`src/rtl/config_bank_pkg.sv`:
```
// Purpose: shared types, default timing and sizing helper for the config bank writer.
// Latency: n/a (declarations only).
// Backpressure: n/a.
package config_bank_pkg;

    localparam int DEF_NUM_BL    = 8;
    localparam int DEF_NUM_WL    = 8;
    localparam int DEF_SETUP_CYC = 1;
    localparam int DEF_WL_PULSE  = 2;
    localparam int DEF_HOLD_CYC  = 1;

    typedef enum logic [2:0] {
        ST_IDLE,
        ST_WAIT_ROW,
        ST_SETUP,
        ST_PULSE,
        ST_HOLD,
        ST_DONE
    } state_t;

    // Bits needed to index n items (or hold the value n-1), never less than one.
    function automatic int clog2_min1(input int n);
        return (n <= 2) ? 1 : $clog2(n);
    endfunction

    function automatic int max3(input int a, input int b, input int c);
        int m;
        m = (a > b) ? a : b;
        return (m > c) ? m : c;
    endfunction

endpackage

```
`src/rtl/cfg_phase_timer.sv`:
```
// Purpose: loadable down-counter with zero flag, shared by the SETUP/PULSE/HOLD phases.
// Latency: load and decrement take effect on the next rising edge; zero is combinational.
// Backpressure: none; the counter saturates at zero instead of wrapping.
// Ports: clk, reset (sync, active-high), load/load_val, dec, count, zero.
module cfg_phase_timer #(
    parameter int WIDTH = 1
) (
    input  logic             clk,
    input  logic             reset,
    input  logic             load,
    input  logic [WIDTH-1:0] load_val,
    input  logic             dec,
    output logic [WIDTH-1:0] count,
    output logic             zero
);

    always_ff @(posedge clk) begin
        if (reset) begin
            count <= '0;
        end else if (load) begin
            count <= load_val;
        end else if (dec && (count != '0)) begin
            count <= count - WIDTH'(1);
        end
    end

    assign zero = (count == '0);

endmodule

```
`src/rtl/config_bank_writer.sv`:
```
// Purpose: drives one row word onto the bit lines, then pulses that row's word line; repeats for every row.
// Latency: 1 + SETUP_CYC + WL_PULSE + HOLD_CYC cycles per row once a row word is offered.
// Backpressure: row_ready is high only in WAIT_ROW; the writer waits there indefinitely for row_valid.
// Ports: clk, reset; start; row_data/row_valid/row_ready handshake; bl, wl (registered); busy, done, row_idx.
module config_bank_writer
    import config_bank_pkg::*;
#(
    parameter int NUM_BL    = DEF_NUM_BL,
    parameter int NUM_WL    = DEF_NUM_WL,
    parameter int SETUP_CYC = DEF_SETUP_CYC,
    parameter int WL_PULSE  = DEF_WL_PULSE,
    parameter int HOLD_CYC  = DEF_HOLD_CYC
) (
    input  logic                            clk,
    input  logic                            reset,
    input  logic                            start,
    input  logic [NUM_BL-1:0]               row_data,
    input  logic                            row_valid,
    output logic                            row_ready,
    output logic [NUM_BL-1:0]               bl,
    output logic [NUM_WL-1:0]               wl,
    output logic                            busy,
    output logic                            done,
    output logic [clog2_min1(NUM_WL)-1:0]   row_idx
);

    localparam int IDX_W = clog2_min1(NUM_WL);
    localparam int TMR_W = clog2_min1(max3(SETUP_CYC, WL_PULSE, HOLD_CYC));

    state_t              state, state_n;
    logic [NUM_BL-1:0]   bl_n;
    logic [NUM_WL-1:0]   wl_n;
    logic                busy_n, done_n;
    logic [IDX_W-1:0]    idx_n;
    logic                tmr_load, tmr_dec, tmr_zero;
    logic [TMR_W-1:0]    tmr_val, tmr_count;

    cfg_phase_timer #(
        .WIDTH (TMR_W)
    ) u_timer (
        .clk      (clk),
        .reset    (reset),
        .load     (tmr_load),
        .load_val (tmr_val),
        .dec      (tmr_dec),
        .count    (tmr_count),
        .zero     (tmr_zero)
    );

    // The handshake is only open while waiting for a row; anything offered elsewhere is dropped.
    assign row_ready = (state == ST_WAIT_ROW);

    always_comb begin
        state_n  = state;
        bl_n     = bl;
        wl_n     = wl;
        busy_n   = busy;
        done_n   = done;
        idx_n    = row_idx;
        tmr_load = 1'b0;
        tmr_val  = '0;
        tmr_dec  = 1'b0;

        case (state)
            ST_IDLE, ST_DONE: begin
                if (start) begin
                    state_n = ST_WAIT_ROW;
                    idx_n   = '0;
                    busy_n  = 1'b1;
                    done_n  = 1'b0;
                end
            end
            ST_WAIT_ROW: begin
                bl_n = '0;
                wl_n = '0;
                if (row_valid) begin
                    bl_n     = row_data;
                    tmr_load = 1'b1;
                    tmr_val  = TMR_W'(SETUP_CYC - 1);
                    state_n  = ST_SETUP;
                end
            end
            ST_SETUP: begin
                wl_n = '0;
                if (tmr_zero) begin
                    // bl has been stable SETUP_CYC cycles; raise exactly this row's word line.
                    wl_n     = NUM_WL'(1) << row_idx;
                    tmr_load = 1'b1;
                    tmr_val  = TMR_W'(WL_PULSE - 1);
                    state_n  = ST_PULSE;
                end else begin
                    tmr_dec = 1'b1;
                end
            end
            ST_PULSE: begin
                if (tmr_zero) begin
                    wl_n     = '0;
                    tmr_load = 1'b1;
                    tmr_val  = TMR_W'(HOLD_CYC - 1);
                    state_n  = ST_HOLD;
                end else begin
                    tmr_dec = 1'b1;
                end
            end
            ST_HOLD: begin
                wl_n = '0;
                if (tmr_zero) begin
                    // wl has been low HOLD_CYC cycles, so releasing bl cannot disturb the latched row.
                    bl_n = '0;
                    if (row_idx == IDX_W'(NUM_WL - 1)) begin
                        state_n = ST_DONE;
                        busy_n  = 1'b0;
                        done_n  = 1'b1;
                    end else begin
                        idx_n   = row_idx + IDX_W'(1);
                        state_n = ST_WAIT_ROW;
                    end
                end else begin
                    tmr_dec = 1'b1;
                end
            end
            default: begin
                state_n = ST_IDLE;
                bl_n    = '0;
                wl_n    = '0;
                busy_n  = 1'b0;
                done_n  = 1'b0;
                idx_n   = '0;
            end
        endcase
    end

    always_ff @(posedge clk) begin
        if (reset) begin
            state   <= ST_IDLE;
            bl      <= '0;
            wl      <= '0;
            busy    <= 1'b0;
            done    <= 1'b0;
            row_idx <= '0;
        end else begin
            state   <= state_n;
            bl      <= bl_n;
            wl      <= wl_n;
            busy    <= busy_n;
            done    <= done_n;
            row_idx <= idx_n;
        end
    end

endmodule

```
`config.mk`:
```
export PLATFORM = sky130hd
export DESIGN_NAME = config_bank_writer
export DESIGN_NICKNAME = d
export VERILOG_FILES = /design/src/rtl/config_bank_pkg.sv /design/src/rtl/cfg_phase_timer.sv /design/src/rtl/config_bank_writer.sv
export SDC_FILE = /design/constraint.sdc
export NUM_CORES = 1
export LEC_CHECK = 0
export ABC_AREA = 1
export BUFFER_PORTS_ARGS = -buffer_cell sky130_fd_sc_hd__buf_2
export CORE_UTILIZATION = 25
export DETAILED_ROUTE_END_ITERATION = 8
export GPL_ROUTABILITY_DRIVEN = 0
export PLACE_DENSITY_LB_ADDON = 0.2
export SETUP_SLACK_MARGIN = 0.15
export SLEW_MARGIN = 5
export SYNTH_ARGS = -nofsm -noshare
export SYNTH_HDL_FRONTEND = slang
export SYNTH_HIERARCHICAL = 1
export SYNTH_SLANG_ARGS = --single-unit
```
`constraint.sdc`:
```
create_clock -name clk -period 1.1 [get_ports clk]
set_input_delay 0.055 -clock clk [delete_from_list [all_inputs] [get_ports clk]]
set_output_delay 0.055 -clock clk [all_outputs]
set_load 0.1 [all_outputs]
```
# ---- Word-level counts from Yosys, hierarchy flattened
# Cells that the tools add are included.
dict set report word_totals {
  regBits 25
  input_bits 12
  elab_cells 71
}
dict set report op_classes {
  addsub 2
  n_eq_ne 13
  n_shift 1
  muxes 32
  bitwise_logic 3
  n_reduce_logical 13
}
# op n
set ops {}
lappend ops {{$pmux 8 s3} 2}
lappend ops {{$mux 3} 9}
lappend ops {{$mux 8} 3}
lappend ops {{$pmux 3 s5} 1}
lappend ops {{$ne 2x2->1 const B} 7}
lappend ops {{$mux 1} 13}
lappend ops {{$eq 3x3->1 const B} 3}
lappend ops {{$pmux 3 s3} 1}
lappend ops {{$reduce_and 4->1} 2}
lappend ops {{$shl 1x3->8 const A} 1}
lappend ops {{$eq 3x2->1 const B} 2}
lappend ops {{$pmux 1 s3} 2}
lappend ops {{$reduce_or 3->1} 2}
lappend ops {{$reduce_and 5->1} 1}
lappend ops {{$reduce_and 2->1} 2}
lappend ops {{$reduce_or 2->1} 2}
lappend ops {{$reduce_or 4->1} 1}
lappend ops {{$add 3x1->3 const B} 1}
lappend ops {{$eq 3x1->1 const B} 1}
lappend ops {{$logic_not 3->1} 1}
lappend ops {{$not 1->1} 3}
lappend ops {{$pmux 1 s2} 1}
lappend ops {{$reduce_bool 2->1} 1}
lappend ops {{$logic_and 1x1->1} 1}
lappend ops {{$sub 1x1->1 const B} 1}

# ---- Longest topological paths before layout
# Gate-level depths: netlist (run 1).
dict set report depth {
  word_depth 6
  mapped_depth 9
}

# ---- Cells and area by module
# The synthesis (run 1) kept the hierarchy.
# mod n_inst cells_per_inst area_each_um2
set by_module_without_submodules {}
lappend by_module_without_submodules {config_bank_writer 1 166 1181.1}
lappend by_module_without_submodules {cfg_phase_timer 1 9 51.3}

# ---- Worst setup path before layout (run 1)
# OpenSTA, ideal clock, no wires.
dict set report synth_path {
  kind {flip-flop to flip-flop}
  startpoint {register state[2]}
  endpoint {register state[0]}
  arrival_ps 1852
  required_ps 986
  slack_ps -865
  stages_incl_launch_ff 9
  path_buffers 0
  cell_sequence {dfxtp_1 inv_2 nand2_1 nor2_2 nand2_1 nand3_2 nand2_1 nand2_1 nor2_1}
}
# element line
set synth_lines {}
lappend synth_lines {{start: declaration} config_bank_writer.sv:30} ;# state_t state, state_n;
lappend synth_lines {{start signal: assignment} config_bank_writer.sv:142} ;# state <= state_n;
lappend synth_lines {{$eq 3x1->1 *} -}
lappend synth_lines {{via row_ready} config_bank_writer.sv:19} ;# output logic row_ready,
lappend synth_lines {{$ne 2x2->1 (no source line)} -}
lappend synth_lines {{$reduce_and 5->1 (no source line)} -}
# The timed path passes the listed nets; every way through them passes the cells marked *.
# A chain may end at the register's enable or synchronous reset.

# ---- Worst setup path in the final report (run 1)
dict set report layout_path {
  startpoint {register state[1]}
  endpoint {output port row_ready}
}
dict set report layout_via {
  elab_chain_cells 1
}
# element line
set layout_lines {}
lappend layout_lines {{$eq 3x1->1} config_bank_writer.sv:51} ;# assign row_ready = (state == ST_WAIT_ROW);
lappend layout_lines {{end: declaration} config_bank_writer.sv:19}
# Every way passes these cells.

==> results of run 1 <==
tightest hold or removal path, stage by stage:
cell and delay (ns):
buf_2 0.10, nand2_1 0.04, a21oi_1 0.05
per-layer routing:
metal | GRT usage, % | part of all wire, % | vias to the layer above
met4 | 3.922 | 0.86 | 0
li1 | - | - | 688
met2 | 20.87 | 48 | 27
met5 | 0 | 0 | -
met1 | 17.49 | 48 | 580
met3 | 1.667 | 3.2 | 4
per-stage QoR:
step | setup slack, ns | utilization, % | instance area [um^2] | hold WS, ns | power (mW)
5_1_grt | -0.1959 | 49.46 | 2336 | 0.02029 | 6.848
4_1_cts | -0.1519 | 47.13 | 2226 | 0.01319 | 6.075
3_5_place_dp | -0.1648 | 43.63 | 2061 | 0.3025 | 5.082
3_3_place_gp | -0.1458 | 43.63 | 2061 | 0.3010 | 5.067
2_1_floorplan | -0.4660 | - | 1343 | 0.1910 | 3.705
6_report | -0.1498 | 49.46 | 2336 | 0.01291 | 6.425
cell usage after synthesis:
cell type | n | area (um^2)
inv_2 | 3 | 11.26
nand3_1 | 11 | 55.05
inv_1 | 17 | 63.81
nand3_2 | 2 | 20.02
nand4_1 | 4 | 25.02
ha_1 | 6 | 75.07
o31ai_4 | 1 | 21.27
nor2_4 | 2 | 22.52
dfxtp_1 | 25 | 500.5
nand2_1 | 55 | 206.5
buf_6 | 1 | 11.26
nor3_1 | 1 | 5.000
nor2_2 | 2 | 12.51
o22ai_1 | 1 | 6.260
buf_1 | 1 | 3.750
a21oi_1 | 19 | 95.09
clkbuf_1 | 1 | 3.750
nand2_2 | 2 | 12.51
nor2_1 | 19 | 71.32
o21ai_0 | 2 | 10.01
logic make-up after synthesis:
| family | share of synthesized area [%] |
|---|---|
| AND/OR/NAND/NOR | 34.92 |
| flip-flops | 40.61 |
| AO/OA/AOI/OAI | 10.76 |
| buffers and inverters | 7.613 |
| adder cells (fa/ha/maj) | 6.091 |
power groups by stage:
stage / clock network, mW / logic [mW] / registers (mW)
2_1_floorplan: 0 / 1.60 / 2.11
3_3_place_gp: 0 / 3.71 / 1.36
5_1_grt: 0.614 / 4.82 / 1.41
6_report: 0.563 / 4.47 / 1.39
3_5_place_dp: 0 / 3.72 / 1.36
4_1_cts: 0.578 / 4.14 / 1.35
worst paths after layout:
check	end	slack, ns	depth (start not counted)
setup reg to reg	wl[1]	-0.14	8
hold / removal	bl[0]	0.01	3
hold reg to reg	wl[3]	0.47	2
setup / recovery	row_ready	-0.15	4
final cells by class:
type,count,area share (%)
Clock buffer,3,1.768
Clock inverter,1,0.2142
Inverter,20,3.535
Multi-Input combinational cell,128,36.26
Sequential cell,25,22.98
Tap cell,67,3.589
Timing Repair Buffer,61,31.66
cell usage in the layout (no fill, tap or decap), drive strengths merged:
cell type | Yosys | layout
a21oi | 19 | 19
buf | 2 | 61
clkbuf | 1 | 3
clkinv | 0 | 1
dfxtp | 25 | 25
ha | 6 | 6
inv | 20 | 20
nand2 | 57 | 58
nand3 | 13 | 13
nand4 | 4 | 4
nor2 | 23 | 23
nor3 | 1 | 1
o21ai | 2 | 2
o22ai | 1 | 1
o31ai | 1 | 1
state kept, by name (all words and copies together), names as in the netlist:
signal         cells
wl                 8
bl                 8
state              3
row_idx            3
busy               1
done               1
u_timer/count      1
repair_timing:
item                                    CTS  global route
buffers inserted                          4             1
gates cloned                              1             0
endpoints found under the hold margin     0             0
pin swaps                                19            10
endpoints found under the setup margin   29            29
resized for setup                        25            27
==> results.md, run 1 <==
- Drt via density: 4.259
- FF+latch count, synth: 25
- Internal power: 3.252 mW
- First-pass GRT wire length: 5368 um
- Max-cap violation count: 0
- Worst Hold Launch: row_data[0]
- FP Rows: 25
- Final #Nets: 257
- Die extent in y: 72.21 um
- # DRC: 0
- Startpoint Class: register
- Switching Fraction: 49.39%
- Peak supply drop: 0.001581 V
- Crit Path Class: reg -> out
- Ordered list of cells on the worst path: buf_4 > nor2_4 > buf_6 > buf_12
- # setup viols final: 26
- Clock tree buffer depth: 2
- Antenna Diode Count: 0
- Ys Warns: 6
- Reg clk slew, reported paths: 0.09 ns
- Detail Route Antenna Nets: 0
- Worst Setup SP: state[1]
- Mapped Nets: 193
- Slew @ Worst Pin: 0.3071 ns
- Die span in x: 72.21 um
- Via count: 1,299
- Post-synthesis sequential area ratio: 40.61%
- Cts hold-fix bufs: 0
- R2r startpoint: state[0]
- CTS Buf Count: 3
- Combinational power share: 69.6%
- Area Overhead vs Synth: 89.54%
- Worst EP arrival: 1.19 ns
- 1st-iter DRT viols: 25
- Finished Layout Cells: 305
- Fillcell total: 465
- Setup ws final: -0.1498 ns
- Initial antenna violation count: 0
- CTS Root Cell: clkbuf_8
- Multi-input gate area: 847.1 um^2
- Failing checks: negative setup slack
- H-tree Lvls: 1
- Largest net degree at the start of global routing: 18
- Sequential cell area: 536.8 um^2
- Die area: 5214 um^2
- Initial Utilization: 26.09%
- Status: finished, violations left
- Max Clock Freq: 0.8002 GHz
- Worst min-delay path class: in -> reg
- Grt ovf: 0
- Fin crit period: 1.250 ns
- Fin. max-slew vios: 0
- Setup crit end kind: output pin
- Cell Area, Synth: 1232 um^2
- Vias in the first global route: 1,215
- Share of cells above drive strength 1: 55.46%
- Wire length per cell: 10.63 um
- Clk_lat worst skew: 0.27 ns
- CTS tree: done
- Crit-path slowest cell: dfxtp_4
- Top delay family on crit path: buffers and inverters
- Drt total wl: 3242 um
- Core Area: 4723 um^2
- Clk_skew: 0.001622 ns
- Total Routing Usage GR: 12.77%
- Cells after Synth: 175
- Worst path bufs/invs: 3
- Syn Area/Cell: 7.042 um^2
- Sequential share of power: 21.7%
- Sw Pwr: 3.174 mW
- RSZ-0062 raised after global routing: yes
- Final period util: 113.6%
- Port buffer count: 33
- WP data required: 1.04 ns
- Slew headroom: 79.50%
- CP Max Fanout: 6
- Leak: 0.9822 nW
- Clock power share: 8.8%
- Top-Level Pins: 34
- Netlist cell types: 20
- DR pass1 iterations: 4
- DP Cell Count: 295
- HPWL Detailed: 2287 um
- Final TNS setup: -2.207 ns
- CP max stage delay: 0.38 ns
- Hold Fails Final Rpt: 0
- Total clock sinks: 25
- Pwr per Cell Area: 2751 nW/um^2
(Power assumes the default switching activity.)
==> run 2: changes to the inputs <==
Settings changed: SETUP_SLACK_MARGIN 0.15 to 0.05.
==> run 2 against run 1 <==
Effect of this change:
- the flow still finishes with violations (negative setup slack)
- total power is 6.2% lower
- utilization is 2.0 points lower
- cell count is 0.98% lower
- clock power hardly changed
- via count is 2.7% lower
- global-route usage is 0.10 points lower
- wire length is 3.9% lower
- sequential share of layout area is 0.79 points higher
- maximum frequency is 1.0% lower
- combinational power is 8.3% lower
- critical path type unchanged
- highest routed layer unchanged
==> results.md, run 2 (same netlist as run 1, synthesis figures left out) <==
- Area Overhead vs Synth: 81.93%
- Fin. max-slew vios: 0 (unchanged)
- Vias in the first global route: 1,186 (-2.4%)
- Fin crit period: 1.263 ns (+0.01295 ns)
- DR pass1 iterations: 4 (unchanged)
- Detail Route Antenna Nets: 0 (unchanged)
- Pwr per Cell Area: 2688 nW/um^2 (-2.3%)
- Max-cap violation count: 0 (unchanged)
- CTS tree: done
- R2r startpoint: state[0]
- Total Routing Usage GR: 12.67% (-0.10 points)
- Final #Nets: 254 (-1.2%)
- First-pass GRT wire length: 5264 um (-1.9%)
- Pre-CTS WS: -0.1738 ns (-0.008936 ns)
- Max Clock Freq: 0.7919 GHz (-1.0%)
- Fillcell total: 453 (-2.6%)
- Failing checks: negative setup slack
- Final period util: 114.8% (+1.2 points)
- Slew @ Worst Pin: 0.2867 ns (-0.02042 ns)
- Peak supply drop: 0.001794 V (+13%)
- Port buffer count: 33 (unchanged)
- Metal2 WL: 1411 um (-9.4%)
- Initial antenna violation count: 0 (unchanged)
- Final Instance Area: 2242 um^2 (-4.0%)
- Wire length per cell: 10.31 um (-3.0%)
- WP data required: 1.04 ns (about the same)
- Worst Setup SP: state[0]
- Worst min-delay path class: in -> reg
- Antenna Diode Count: 0 (unchanged)
- Leak: 0.9677 nW (-1.5%)
- RR Endpoint: state[0]
- RSZ-0062 raised after global routing: yes
- Worst EP arrival: 1.21 ns (+0.02 ns)
- Clock tree buffer depth: 2 (unchanged)
- Worst R2R Setup Slack: -0.12 ns (+0.02 ns)
- CTS Root Cell: clkbuf_8
- Worst R2R Path Depth: 7 (-1)
- Setup ws final: -0.1627 ns (-0.01295 ns)
- Reg clk slew, reported paths: 0.09 ns (about the same)
- Finished Layout Cells: 302 (-0.98%)
- Largest net degree at the start of global routing: 18 (unchanged)
- Hold Fails Final Rpt: 0 (unchanged)
- Clk_skew: 0.005262 ns (+0.003640 ns)
- Drt total wl: 3114 um (-3.9%)
- Clk_lat worst skew: 0.27 ns (about the same)
- Final total power: 6.028 mW (-6.2%)
- # DRC: 0 (unchanged)
- Drt via density: 4.185 (-1.7%)
- Share of cells above drive strength 1: 50.64% (-4.8 points)
- Crit Path Class: reg -> out
- Cts hold-fix bufs: 0 (unchanged)
- Via count: 1,264 (-2.7%)
- CTS Buf Count: 3 (unchanged)
- Max Used Layer: met4
- DP Cell Count: 295 (unchanged)
- Top-Level Pins: 34 (unchanged)
- Initial Utilization: 26.09% (unchanged)
- Commonest non-fill, non-tap cells in the layout: 46 x nand2_1, 22 x buf_12, 21 x buf_4
- CP Max Fanout: 5 (-1)
- FP Rows: 25 (unchanged)
- Setup crit end kind: output pin
- Worst setup path end: row_ready
- H-tree Lvls: 1 (unchanged)
- Die extent in y: 72.21 um (unchanged)
- Met3 WL post-DR: 110 um (+6.8%)
- Slew headroom: 80.86% (+1.4 points)
- Startpoint Class: register
- Most common cell after layout, fill and taps aside: nand2_1
- Die area: 5214 um^2 (unchanged)
- Largest regs: bl: 8 flops, wl: 8 flops
- # setup viols final: 26 (unchanged)
- Area after DPL: 2073 um^2 (+0.61%)
- Status: finished, violations left
- 1st-iter DRT viols: 31 (+24%)
- Core Area: 4723 um^2 (unchanged)
- Grt ovf: 0 (unchanged)
- Metal-1 WL: 1552 um (about the same)
- Die span in x: 72.21 um (unchanged)
- Hold slack: 0.01343 ns (+0.0005190 ns)
- Total clock sinks: 25 (unchanged)
- Worst Hold Launch: row_data[5]
- HPWL Detailed: 2288 um (about the same)
==> run 2: changes by cell type in the layout (fill, tap and decap cells not counted), moves of 2 or more <==
cell     delta
nand2_2     -3
nor2_2      +2
buf_4       +2
nor2_4      -2
nand2_1     +4
buf_6       -4
dfxtp_2     -3
dfxtp_1     +3
==> run 2: repair_timing <==
item                                    4_1_cts  5_1_grt
buffers inserted                              1        2
endpoints found under the setup margin       26       26
pin swaps                                     3        9
gates resized for setup                      10       23
==> run 2: per-layer routing <==
metal,up-vias,GRT usage [%]
met3,5,2.361
met4,0,4.357
met1,547,17.12
met5,-,0
met2,31,20.25
li1,681,-
==> run 2: critical path: stages (launching register included) <==
cell and delay (ns):
dfxtp_4 0.40, buf_6 0.11, nand2_4 0.05, nor2_4 0.11, buf_6 0.11, buf_12 0.16
==> run 2: area by class of cell <==
class	count	area [um^2]	share of cell area, %
Inverter	20	81.33	3.627
Multi-Input combinational cell	127	789.5	35.21
Clock buffer	4	45.04	2.009
Tap cell	67	83.83	3.739
Timing Repair Buffer	59	709.4	31.64
Sequential cell	25	533.0	23.77
==> run 2: worst min-delay path by stage <==
stage,cells after the start,endpoint
global placement,3,bl[0]
detailed placement,3,bl[7]
finish,3,bl[5]
floorplan,2,bl[0]
global route,3,bl[6]
CTS,3,bl[7]
==> run 2: where the power goes <==
part | total, mW | switching (mW) | internal (mW)
sequential | 1.37 | 0.240 | 1.13
clock | 0.560 | 0.300 | 0.259
combinational | 4.10 | 2.46 | 1.64
==> run 2: through the flow <==
step	setup TNS (ns)	util, %
2_1_floorplan	-6.508	-
3_3_place_gp	-3.136	43.89
3_5_place_dp	-3.474	43.89
4_1_cts	-2.825	45.64
5_1_grt	-4.508	47.47
6_report	-2.479	47.47
==> run 3: changes to the inputs <==
Settings changed: SKIP_LAST_GASP from default to 1.
==> run 3 against run 2 <==
Effect of this change:
- the run still ends with negative setup slack left
- register-to-register slack about the same
- sequential share of layout area unchanged
- clock-buffer cell count unchanged
- cell count unchanged
- combinational power about the same
- maximum frequency about the same
- total power about the same
- clock power about the same
- clock skew about the same
- largest cell class unchanged
- highest routed layer unchanged
==> results.md, run 3 (same netlist as run 1, synthesis figures left out) <==
- Status: finished, violations left
- Failing checks: negative setup slack
- Via count: 1,263 (-0.079%)
- Top delay family on crit path: flip-flops
- Slew headroom: 80.86% (unchanged)
- Crit path top cell by count: buf_6
- CP max stage delay: 0.40 ns (about the same)
- Fillcell total: 453 (unchanged)
- Worst min-delay path class: in -> reg
- Clock tree buffer depth: 2 (unchanged)
- FP Rows: 25 (unchanged)
- Largest regs: bl: 8 flops, wl: 8 flops
- Wire length per cell: 10.31 um (unchanged)
- Worst EP arrival: 1.21 ns (about the same)
- Vias in the first global route: 1,186 (unchanged)
- # DRC: 0 (unchanged)
- Die area: 5214 um^2 (unchanged)
- Pwr per Cell Area: 2687 nW/um^2 (about the same)
- Fin. max-slew vios: 0 (unchanged)
- Drt via density: 4.182 (about the same)
- Crit-path slowest cell: dfxtp_4
- Final period util: 114.8% (about the same)
- Max Clock Freq: 0.7919 GHz (about the same)
- Clk_skew: 0.005222 ns (-0.00003941 ns)
- Finished Layout Cells: 302 (unchanged)
- Setup ws final: -0.1628 ns (-0.00006100 ns)
- Grt ovf: 0 (unchanged)
- First-pass GRT wire length: 5264 um (unchanged)
- H-tree Lvls: 1 (unchanged)
- Fin crit period: 1.263 ns (+0.00006100 ns)
- Ordered list of cells on the worst path: buf_6 > nand2_4 > nor2_4 > buf_6 > buf_12
- Core Area: 4723 um^2 (unchanged)
- DR pass1 iterations: 4 (unchanged)
- Setup crit end kind: output pin
- Worst R2R Setup Slack: -0.12 ns (about the same)
- Die span in x: 72.21 um (unchanged)
- Multi-input gate area: 789.5 um^2 (unchanged)
- DP Cell Count: 295 (unchanged)
- Slew @ Worst Pin: 0.2867 ns (-0.0000001192 ns)
- RSZ-0062 raised after global routing: yes
- Drt total wl: 3114 um (unchanged)
- Largest net degree at the start of global routing: 18 (unchanged)
- Initial antenna violation count: 0 (unchanged)
- Die extent in y: 72.21 um (unchanged)
- Peak supply drop: 0.001794 V (about the same)
- CTS Root Cell: clkbuf_8
- CP Max Fanout: 5 (unchanged)
- Sequential cell area: 533.0 um^2 (unchanged)
- Detail Route Antenna Nets: 0 (unchanged)
- WP data required: 1.04 ns (about the same)
- Reg clk slew, reported paths: 0.09 ns (about the same)
- Share of cells above drive strength 1: 50.64% (unchanged)
- Clk_lat worst skew: 0.27 ns (about the same)
- Startpoint Class: register
- Hold Fails Final Rpt: 0 (unchanged)
- CTS Buf Count: 3 (unchanged)
- 1st-iter DRT viols: 31 (unchanged)
- Max-cap violation count: 0 (unchanged)
- Most common cell after layout, fill and taps aside: nand2_1
- Pre-CTS WS: -0.1738 ns (unchanged)
- Worst path bufs/invs: 3 (unchanged)
- # setup viols final: 26 (unchanged)
- Total clock sinks: 25 (unchanged)
- HPWL Detailed: 2288 um (unchanged)
- Antenna Diode Count: 0 (unchanged)
- Initial Utilization: 26.09% (unchanged)
- Area Overhead vs Synth: 81.93% (unchanged)
- Top-Level Pins: 34 (unchanged)
- Crit Path Class: reg -> out
- Leak: 0.9679 nW (about the same)
- CTS tree: done
- Total Routing Usage GR: 12.67% (unchanged)
- Final #Nets: 254 (unchanged)
- Commonest non-fill, non-tap cells in the layout: 46 x nand2_1, 22 x buf_12, 21 x buf_4
- Port buffer count: 33 (unchanged)
-- run 3: changes by cell type in the layout (fill, tap and decap cells not counted) --
cell     delta
o21ai_1     -1
o21ai_0     +1
-- run 3: final cells by class --
| type | count | area share [%] |
|---|---|---|
| Clock buffer | 4 | 2.009 |
| Tap cell | 67 | 3.739 |
| Sequential cell | 25 | 23.77 |
| Multi-Input combinational cell | 127 | 35.21 |
| Timing Repair Buffer | 59 | 31.64 |
| Inverter | 20 | 3.627 |
-- run 3: repair_timing --
| action | in CTS | in global routing |
|---|---|---|
| hold buffers | 0 | 0 |
| buffers inserted | 1 | 2 |
| gates resized for setup | 10 | 22 |
| endpoints found under the setup margin | 26 | 26 |
| pin swaps | 3 | 9 |
-- run 3: where the power goes --
group / switching, mW / internal (mW)
Clock: 0.300 / 0.259
Combinational: 2.45 / 1.64
Sequential: 0.240 / 1.13
Total: 2.99 / 3.03
-- run 3: stage by stage --
stage | util (%) | hold WS (ns) | setup TNS [ns] | instance area, um^2 | total power, mW
5_1_grt | 47.47 | 0.01913 | -4.519 | 2242 | 6.405
3_3_place_gp | 43.89 | 0.2983 | -3.136 | 2073 | 5.068
6_report | 47.47 | 0.01344 | -2.476 | 2242 | 6.024
4_1_cts | 45.64 | 0.009923 | -2.825 | 2156 | 5.804
3_5_place_dp | 43.89 | 0.3070 | -3.474 | 2073 | 5.073
2_1_floorplan | - | 0.1910 | -6.508 | 1340 | 3.699
-- run 3: layer usage --
layer	GRT usage, %	vias to the layer above	wire length (um)
met5	0	-	0
met1	17.12	546	1551
met4	4.357	0	40
li1	-	681	-
met2	20.25	31	1411
met3	2.361	5	110
-- run 3: worst register-to-register path, stage by stage (launching register included) --
cell and delay (ns):
dfxtp_4 0.40, clkinvlp_4 0.16, nand2_4 0.12, nand2_2 0.07, nand2_4 0.09, nand3_4 0.10
a21oi_2 0.12, nor2_1 0.05
-- run 3: worst paths after layout --
check	start	to	cells past startpoint
setup reg to reg	state[0]	state[0]	7
setup / recovery	state[0]	row_ready	5
hold / removal	row_data[5]	bl[5]	3
hold reg to reg	wl[3]	wl[3]	2
